===== src/rtl/soundgen_pkg.sv =====
// ---------------------------------------------------------------------------
// soundgen_pkg
//
// Purpose:
//    Definitions shared by the PWM generator and the PWM demodulator of the
//    sound path: the default measurement frame length, the rule that derives
//    the signed sample width from a frame length, and the sample type used at
//    the default frame length.
//
// Contents:
//    FRAME_LEN_DEFAULT    default frame length in clock cycles (power of two)
//    SYNC_STAGES_DEFAULT  default depth of the input synchronizers
//    sampleWidth()        signed sample width for a given frame length
//    SAMPLE_W             sample width at the default frame length
//    sample_t             signed sample type at the default frame length
// ---------------------------------------------------------------------------
package soundgen_pkg;

   localparam int FRAME_LEN_DEFAULT   = 256;
   localparam int SYNC_STAGES_DEFAULT = 2;

   // A frame of length N can produce any difference from -N to +N. Holding
   // +N needs log2(N)+1 magnitude bits, plus one sign bit.
   function automatic int sampleWidth(input int frameLen);
      return $clog2(frameLen) + 2;
   endfunction

   localparam int SAMPLE_W = sampleWidth(FRAME_LEN_DEFAULT);

   typedef logic signed [SAMPLE_W-1:0] sample_t;

endpackage


===== src/rtl/pwm_sync.sv =====
// ---------------------------------------------------------------------------
// pwm_sync
//
// Purpose:
//    Multi-flop synchronizer that brings a single PWM stream, which is
//    asynchronous to clk, into the clk domain. The output lags the input by
//    STAGES rising edges.
//
// Ports:
//    clk    in   sole clock, rising edge
//    reset  in   synchronous, active-high; clears every stage
//    d_i    in   asynchronous input bit
//    q_o    out  synchronized bit (last stage)
// ---------------------------------------------------------------------------
module pwm_sync
   import soundgen_pkg::*;
#(
   parameter int STAGES = SYNC_STAGES_DEFAULT
) (
   input  logic clk,
   input  logic reset,
   input  logic d_i,
   output logic q_o
);

   logic [STAGES-1:0] sync_q;
   logic [STAGES-1:0] sync_d;

   // The new input enters at bit 0 and moves up one stage per edge, so the
   // top bit has had STAGES-1 extra flop times to settle any metastability.
   always_comb begin
      sync_d = {sync_q[STAGES-2:0], d_i};
   end

   // Shift register with synchronous clear.
   always_ff @(posedge clk) begin
      if (reset) begin
         sync_q <= '0;
      end else begin
         sync_q <= sync_d;
      end
   end

   assign q_o = sync_q[STAGES-1];

endmodule


===== src/rtl/pwm_demod.sv =====
// ---------------------------------------------------------------------------
// pwm_demod
//
// Purpose:
//    Recovers a signed sample from a pair of PWM streams, one for the
//    positive half and one for the negative half. Over each frame of
//    FRAME_LEN cycles it counts the cycles with only pwm_pos high and the
//    cycles with only pwm_neg high. At the end of the frame it delivers the
//    difference as a two's complement sample through a valid/ready holding
//    register. Cycles with both inputs high are not counted and mark the
//    frame as conflicted.
//
// Ports:
//    clk              in   sole clock, rising edge
//    reset            in   synchronous, active-high
//    en               in   demodulation enable; low discards the partial frame
//    pwm_pos          in   positive-half PWM stream (asynchronous)
//    pwm_neg          in   negative-half PWM stream (asynchronous)
//    sample           out  SW-bit signed recovered sample
//    sample_conflict  out  delivered frame had a cycle with both inputs high
//    sample_valid     out  holding register is full
//    sample_ready     in   consumer accepts the sample this edge
//    overrun          out  sticky: a finished frame overwrote an unaccepted sample
//    clr_overrun      in   clears overrun (a simultaneous set wins)
// ---------------------------------------------------------------------------
module pwm_demod
   import soundgen_pkg::*;
#(
   parameter  int FRAME_LEN   = FRAME_LEN_DEFAULT,
   parameter  int SYNC_STAGES = SYNC_STAGES_DEFAULT,
   localparam int SW          = sampleWidth(FRAME_LEN)
) (
   input  logic                 clk,
   input  logic                 reset,
   input  logic                 en,
   input  logic                 pwm_pos,
   input  logic                 pwm_neg,
   output logic signed [SW-1:0] sample,
   output logic                 sample_conflict,
   output logic                 sample_valid,
   input  logic                 sample_ready,
   output logic                 overrun,
   input  logic                 clr_overrun
);

   // FW bits address a frame cycle. CW bits hold a per-frame count, which
   // can reach FRAME_LEN itself when every cycle of the frame counts.
   localparam int FW = $clog2(FRAME_LEN);
   localparam int CW = FW + 1;
   localparam logic [FW-1:0] FCNT_LAST = FW'(FRAME_LEN - 1);

   logic posBit;
   logic negBit;

   logic [FW-1:0] frameCnt_q, frameCnt_d;
   logic [CW-1:0] posCnt_q, posCnt_d;
   logic [CW-1:0] negCnt_q, negCnt_d;
   logic          conflictAcc_q, conflictAcc_d;

   logic signed [SW-1:0] sample_q, sample_d;
   logic                 sampleConflict_q, sampleConflict_d;
   logic                 sampleValid_q, sampleValid_d;
   logic                 overrun_q, overrun_d;

   logic          posInc;
   logic          negInc;
   logic          bothHigh;
   logic [CW-1:0] posFinal;
   logic [CW-1:0] negFinal;
   logic          conflictFinal;
   logic          frameEnd;
   logic          transfer;
   logic          overrunSet;
   logic signed [SW-1:0] result;

   // One synchronizer per stream. The counters only ever see the
   // synchronized bits.
   pwm_sync #(
      .STAGES (SYNC_STAGES)
   ) uPosSync (
      .clk   (clk),
      .reset (reset),
      .d_i   (pwm_pos),
      .q_o   (posBit)
   );

   pwm_sync #(
      .STAGES (SYNC_STAGES)
   ) uNegSync (
      .clk   (clk),
      .reset (reset),
      .d_i   (pwm_neg),
      .q_o   (negBit)
   );

   // This cycle's contribution to the frame. The "final" values include
   // this cycle, so on the frame-end cycle they are the complete frame
   // totals. The result is formed from them rather than from the registered
   // counts.
   always_comb begin
      posInc        = posBit & ~negBit;
      negInc        = negBit & ~posBit;
      bothHigh      = posBit & negBit;
      posFinal      = posCnt_q + CW'(posInc);
      negFinal      = negCnt_q + CW'(negInc);
      conflictFinal = conflictAcc_q | bothHigh;
      frameEnd      = en && (frameCnt_q == FCNT_LAST);
      // Both totals are at most FRAME_LEN, so after zero-extension to SW
      // bits the difference cannot overflow.
      result        = $signed({1'b0, posFinal}) - $signed({1'b0, negFinal});
   end

   // Frame bookkeeping. While en is low everything is held at zero, so the
   // first enabled cycle is always frame cycle 0. On the frame-end cycle
   // everything restarts from zero in the same edge that loads the result.
   always_comb begin
      frameCnt_d    = '0;
      posCnt_d      = '0;
      negCnt_d      = '0;
      conflictAcc_d = 1'b0;
      if (en && !frameEnd) begin
         frameCnt_d    = frameCnt_q + FW'(1);
         posCnt_d      = posFinal;
         negCnt_d      = negFinal;
         conflictAcc_d = conflictFinal;
      end
   end

   // Output holding register and handshake. A new result always loads. If
   // the consumer takes the old sample on the same edge, nothing is lost and
   // valid simply stays high. If the held sample was not accepted, it is
   // overwritten and overrun is flagged. A set of overrun takes priority
   // over a clear on the same edge.
   always_comb begin
      sample_d         = sample_q;
      sampleConflict_d = sampleConflict_q;
      sampleValid_d    = sampleValid_q;
      overrun_d        = overrun_q;

      transfer   = sampleValid_q & sample_ready;
      overrunSet = frameEnd & sampleValid_q & ~sample_ready;

      if (frameEnd) begin
         sample_d         = result;
         sampleConflict_d = conflictFinal;
         sampleValid_d    = 1'b1;
      end else if (transfer) begin
         sampleValid_d    = 1'b0;
      end

      if (overrunSet) begin
         overrun_d = 1'b1;
      end else if (clr_overrun) begin
         overrun_d = 1'b0;
      end
   end

   // State registers with synchronous reset. Reset discards both the
   // partial frame and any held sample.
   always_ff @(posedge clk) begin
      if (reset) begin
         frameCnt_q       <= '0;
         posCnt_q         <= '0;
         negCnt_q         <= '0;
         conflictAcc_q    <= 1'b0;
         sample_q         <= '0;
         sampleConflict_q <= 1'b0;
         sampleValid_q    <= 1'b0;
         overrun_q        <= 1'b0;
      end else begin
         frameCnt_q       <= frameCnt_d;
         posCnt_q         <= posCnt_d;
         negCnt_q         <= negCnt_d;
         conflictAcc_q    <= conflictAcc_d;
         sample_q         <= sample_d;
         sampleConflict_q <= sampleConflict_d;
         sampleValid_q    <= sampleValid_d;
         overrun_q        <= overrun_d;
      end
   end

   assign sample          = sample_q;
   assign sample_conflict = sampleConflict_q;
   assign sample_valid    = sampleValid_q;
   assign overrun         = overrun_q;

endmodule

===== config.mk =====
export PLATFORM = sky130hd
export DESIGN_NAME = pwm_demod
export DESIGN_NICKNAME = d
export VERILOG_FILES = /design/src/rtl/soundgen_pkg.sv /design/src/rtl/pwm_sync.sv /design/src/rtl/pwm_demod.sv
export SDC_FILE = /design/constraint.sdc
export NUM_CORES = 1
export LEC_CHECK = 0
export CELL_PAD_IN_SITES_DETAIL_PLACEMENT = 1
export CELL_PAD_IN_SITES_GLOBAL_PLACEMENT = 2
export CORE_ASPECT_RATIO = 0.75
export CORE_MARGIN = 3
export CORE_UTILIZATION = 35
export DETAILED_ROUTE_END_ITERATION = 8
export MAX_ROUTING_LAYER = met4
export PLACE_DENSITY_LB_ADDON = 0.1
export RECOVER_POWER = 100
export SYNTH_ARGS = -nofsm -noshare
export SYNTH_HDL_FRONTEND = slang
export SYNTH_HIERARCHICAL = 1
export SYNTH_SLANG_ARGS = --single-unit

===== constraint.sdc =====
create_clock -name clk -period 3.1 [get_ports clk]
set_input_delay 0.31 -clock clk [delete_from_list [all_inputs] [get_ports clk]]
set_output_delay 0.31 -clock clk [all_outputs]
set_load 0.01 [all_outputs]

==> metrics.yaml <==
cp-start-kind: "flop"
hpwl_mm: 3.55
drtPass1Iterations: 3
dr_wl_met3_um: 149
drive_above_1_share_pct: 7.34
via_per_inst: 4.94
cp-end-kind: "flop"
met1_length_mm: 2.43
powerDensity_mw_per_mm2: 394
fmax_mhz: 352
core-area_mm2: 0.00589
wl_met2_mm: 2.01
cp.required_ns: 3.30
root_buffer: "clkbuf_8"
initial_core_util_pct: 36.7
cp_slowest_cell: "fa_1"
synth_flop_cell: "dfxtp_1"
cp-startpoint: "uNegSync/sync_q[1]$_SDFF_PP0_"
yosysSeqAreaShare_pct: 40.8
p_clk_share_pct: 37.6
clock_sinks: 44
routedWlPerCell_um: 13.8
switching_share_pct: 22.1
r2r-start: "uNegSync/sync_q[1]$_SDFF_PP0_"
area_delta_synth_final_pct: 16.7
setup_tns_ns: 0
die_area_mm2: 0.00716
async_reset_ff_share_pct: 0
synth_cells: 237
crit_type: "reg2reg"
placed_area_mm2: 0.00243
worst_slack_ns: 0.259
insertion_delay_ns: 0.30
vias: 1664
numPortBuffers: 19
worstMarginPinSlew_ns: 0.997
ir_drop_v: 0.000221
p_int_mw: 0.773
rows: 24
antenna_found_initial: 0
post-place-ws_ns: 0.251
gp_congestion: 0.748
synth_edf_count: 0
leakage_nw: 0.943
cts_buffers: 5
comb_power_share_pct: 4.9
setup_violations: 0
crit_arrival_ns: 3.04
drv_cap: 0
yosysTopAreaCell: "dfxtp_1"
ys_top_cells_by_area: "dfxtp_1, xnor2_1, ha_1"
routed_wl_mm: 4.65
p_seq_share_pct: 57.6
drv_slew: 0
io_pins: 20
clkTransAtPathRegs_ns: 0.08
hold_viol: 0
cts.htree.levels: 2
hold_buffers: 0
first_iter_violations: 62
maxSlewHeadroom_pct: 33.6
clk_path_buf_depth: 2
place_inst: 329
grt_pass1_vias: 1701
ys_types: 50
synth_top_area_share_pct: 40.8
worstHoldStart: "uPosSync/sync_q[0]$_SDFF_PP0_"
rsz0062_at_grt: "no"
path_max_fanout: 3
path_cells: "nor2b_2, ha_2, xnor2_1, inv_1, fa_1, inv_1, o2111ai_1, a221o_1, a221oi_2, o21ai_0, o311ai_1"
synth_nets: 256
final_area_mm2: 0.00252
grt_pass1_wl_mm: 8.02
hp-class: "reg2reg"
diodes: 0
fin_util_pct: 42.8
fp.dieH_um: 74.0
drc: 0
crit_top_cell: "inv_1"
overflow: 0
outcome: "completed"
p_switching_mw: 0.220
nNetsFinal: 277
grt_max_degree: 27
syn_area_mm2: 0.00216
period_minus_slack_ns: 2.84
max_stage_delay_ns: 0.48
highest_layer: "met4"
clock-skew-final_ns: 0.00498
grt.total_usage_pct: 14.3
finalCritPeriodShare_pct: 91.6
yosys_register_bits: 44
yosys_warnings: 6
cts_tree: "done"
die_width_um: 96.7
ant_nets: 0
layout.cells.non_filler: 337
avgSynthCellArea_um2: 9.11
[synthesized netlist by cell type (2+ instances only)]
library cell / n
dfxtp_1: 44
nor2_1: 35
xnor2_1: 17
nand2_1: 14
nor2b_1: 12
ha_1: 11
nand3_1: 11
a21oi_1: 9
inv_1: 9
xor2_1: 9
clkbuf_1: 6
a211oi_1: 4
nand3b_1: 4
nand4_1: 4
a31oi_1: 3
nor3_1: 3
o211ai_1: 3
or3_1: 3
and2_1: 2
nor3b_1: 2
o21ai_0: 2
o311ai_1: 2
[power groups by stage]
stage / combinational, mW / clock [mW] / sequential [mW]
after CTS: 0.0506 / 0.392 / 0.571
after global placement: 0.0504 / 0 / 0.585
after detailed placement: 0.0503 / 0 / 0.585
after global routing: 0.0549 / 0.411 / 0.572
final: 0.0484 / 0.373 / 0.571
after floorplan: 0.0319 / 0 / 0.584
[metrics by stage]
| step | hold slack, ns | power [mW] |
|---|---|---|
| 2_1_floorplan | 0.382 | 0.616 |
| 4_1_cts | 0.456 | 1.01 |
| 5_1_grt | 0.470 | 1.04 |
| 3_3_place_gp | 0.439 | 0.635 |
| 3_5_place_dp | 0.436 | 0.635 |
| 6_report | 0.450 | 0.992 |
[cell usage in the layout, fill, tap and decap left out, types with 2 or more instances in the layout]
cell             netlist  routed
nor3_1                 3       3
ha_1                  11      10
xor2_1                 9       9
clkdlybuf4s50_1        0       5
inv_1                  9       9
nand3b_1               4       4
dfxtp_1               44      44
nor2_1                35      35
clkbuf_8               0       6
a31oi_1                3       3
clkbuf_1               6       4
nor2b_1               12      11
or3_1                  3       3
o211ai_1               3       3
a211oi_1               4       4
xnor2_1               17      17
nor3b_1                2       2
nand3_1               11      11
dlygate4sd3_1          0      14
a21oi_1                9       9
nand4_1                4       4
o21ai_0                2       2
nand2_1               14      14
[area by class of cell]
cell class	count	area, um^2
Clock buffer	8	90.1
Multi-Input combinational cell	177	1220
Tap cell	78	97.6
Sequential cell	44	881
Inverter	9	33.8
Fill cell	698	3370
Timing Repair Buffer	21	198
[critical path: cells and delay by family, from the launching register on]
family / cells / cell delay (ns)
AO/OA/AOI/OAI: 5 / 1.13
AND/OR/NAND/NOR: 1 / 0.16
flip-flops: 1 / 0.33
buffers and inverters: 2 / 0.20
adder cells (fa/ha/maj): 2 / 0.67
XOR/XNOR: 1 / 0.26
[cell families after synthesis]
family                     synth area share [%]
buffers and inverters                      2.95
and+or+nand+nor                            23.7
AOI/OAI and AO/OA                          13.4
adders and majority gates                  7.82
xor gates and xnor gates                   11.3
DFF                                        40.8
[state kept, by name, summed over array words and instances (netlist names)]
register         cells
sample_conflict      1
posCnt_q             9
sample_valid         1
frameCnt_q           8
overrun              1
uPosSync/sync_q      2
conflictAcc_q        1
uNegSync/sync_q      2
sample              10
negCnt_q             9
[final timing paths]
kind	to	slack, ns	cells after the start
setup / recovery	sample[8]$_SDFFE_PP0P_	0.26	11
hold / removal	uPosSync/sync_q[1]$_SDFF_PP0_	0.45	1
setup reg to reg	sample[8]$_SDFFE_PP0P_	0.26	11
hold reg to reg	uPosSync/sync_q[1]$_SDFF_PP0_	0.45	1
[timing repair]
item,in CTS,in global routing
setup endpoints to repair,0,1
buffers inserted,0,0
gates resized for setup,0,2
[metal layers]
layer  GRT usage [%]  vias up
met3            3.56        8
met5               -        -
met2            23.5       20
li1                -      859
met1            17.7      777
met4            4.21        0
Note: power is estimated with default switching activity, not from simulation.
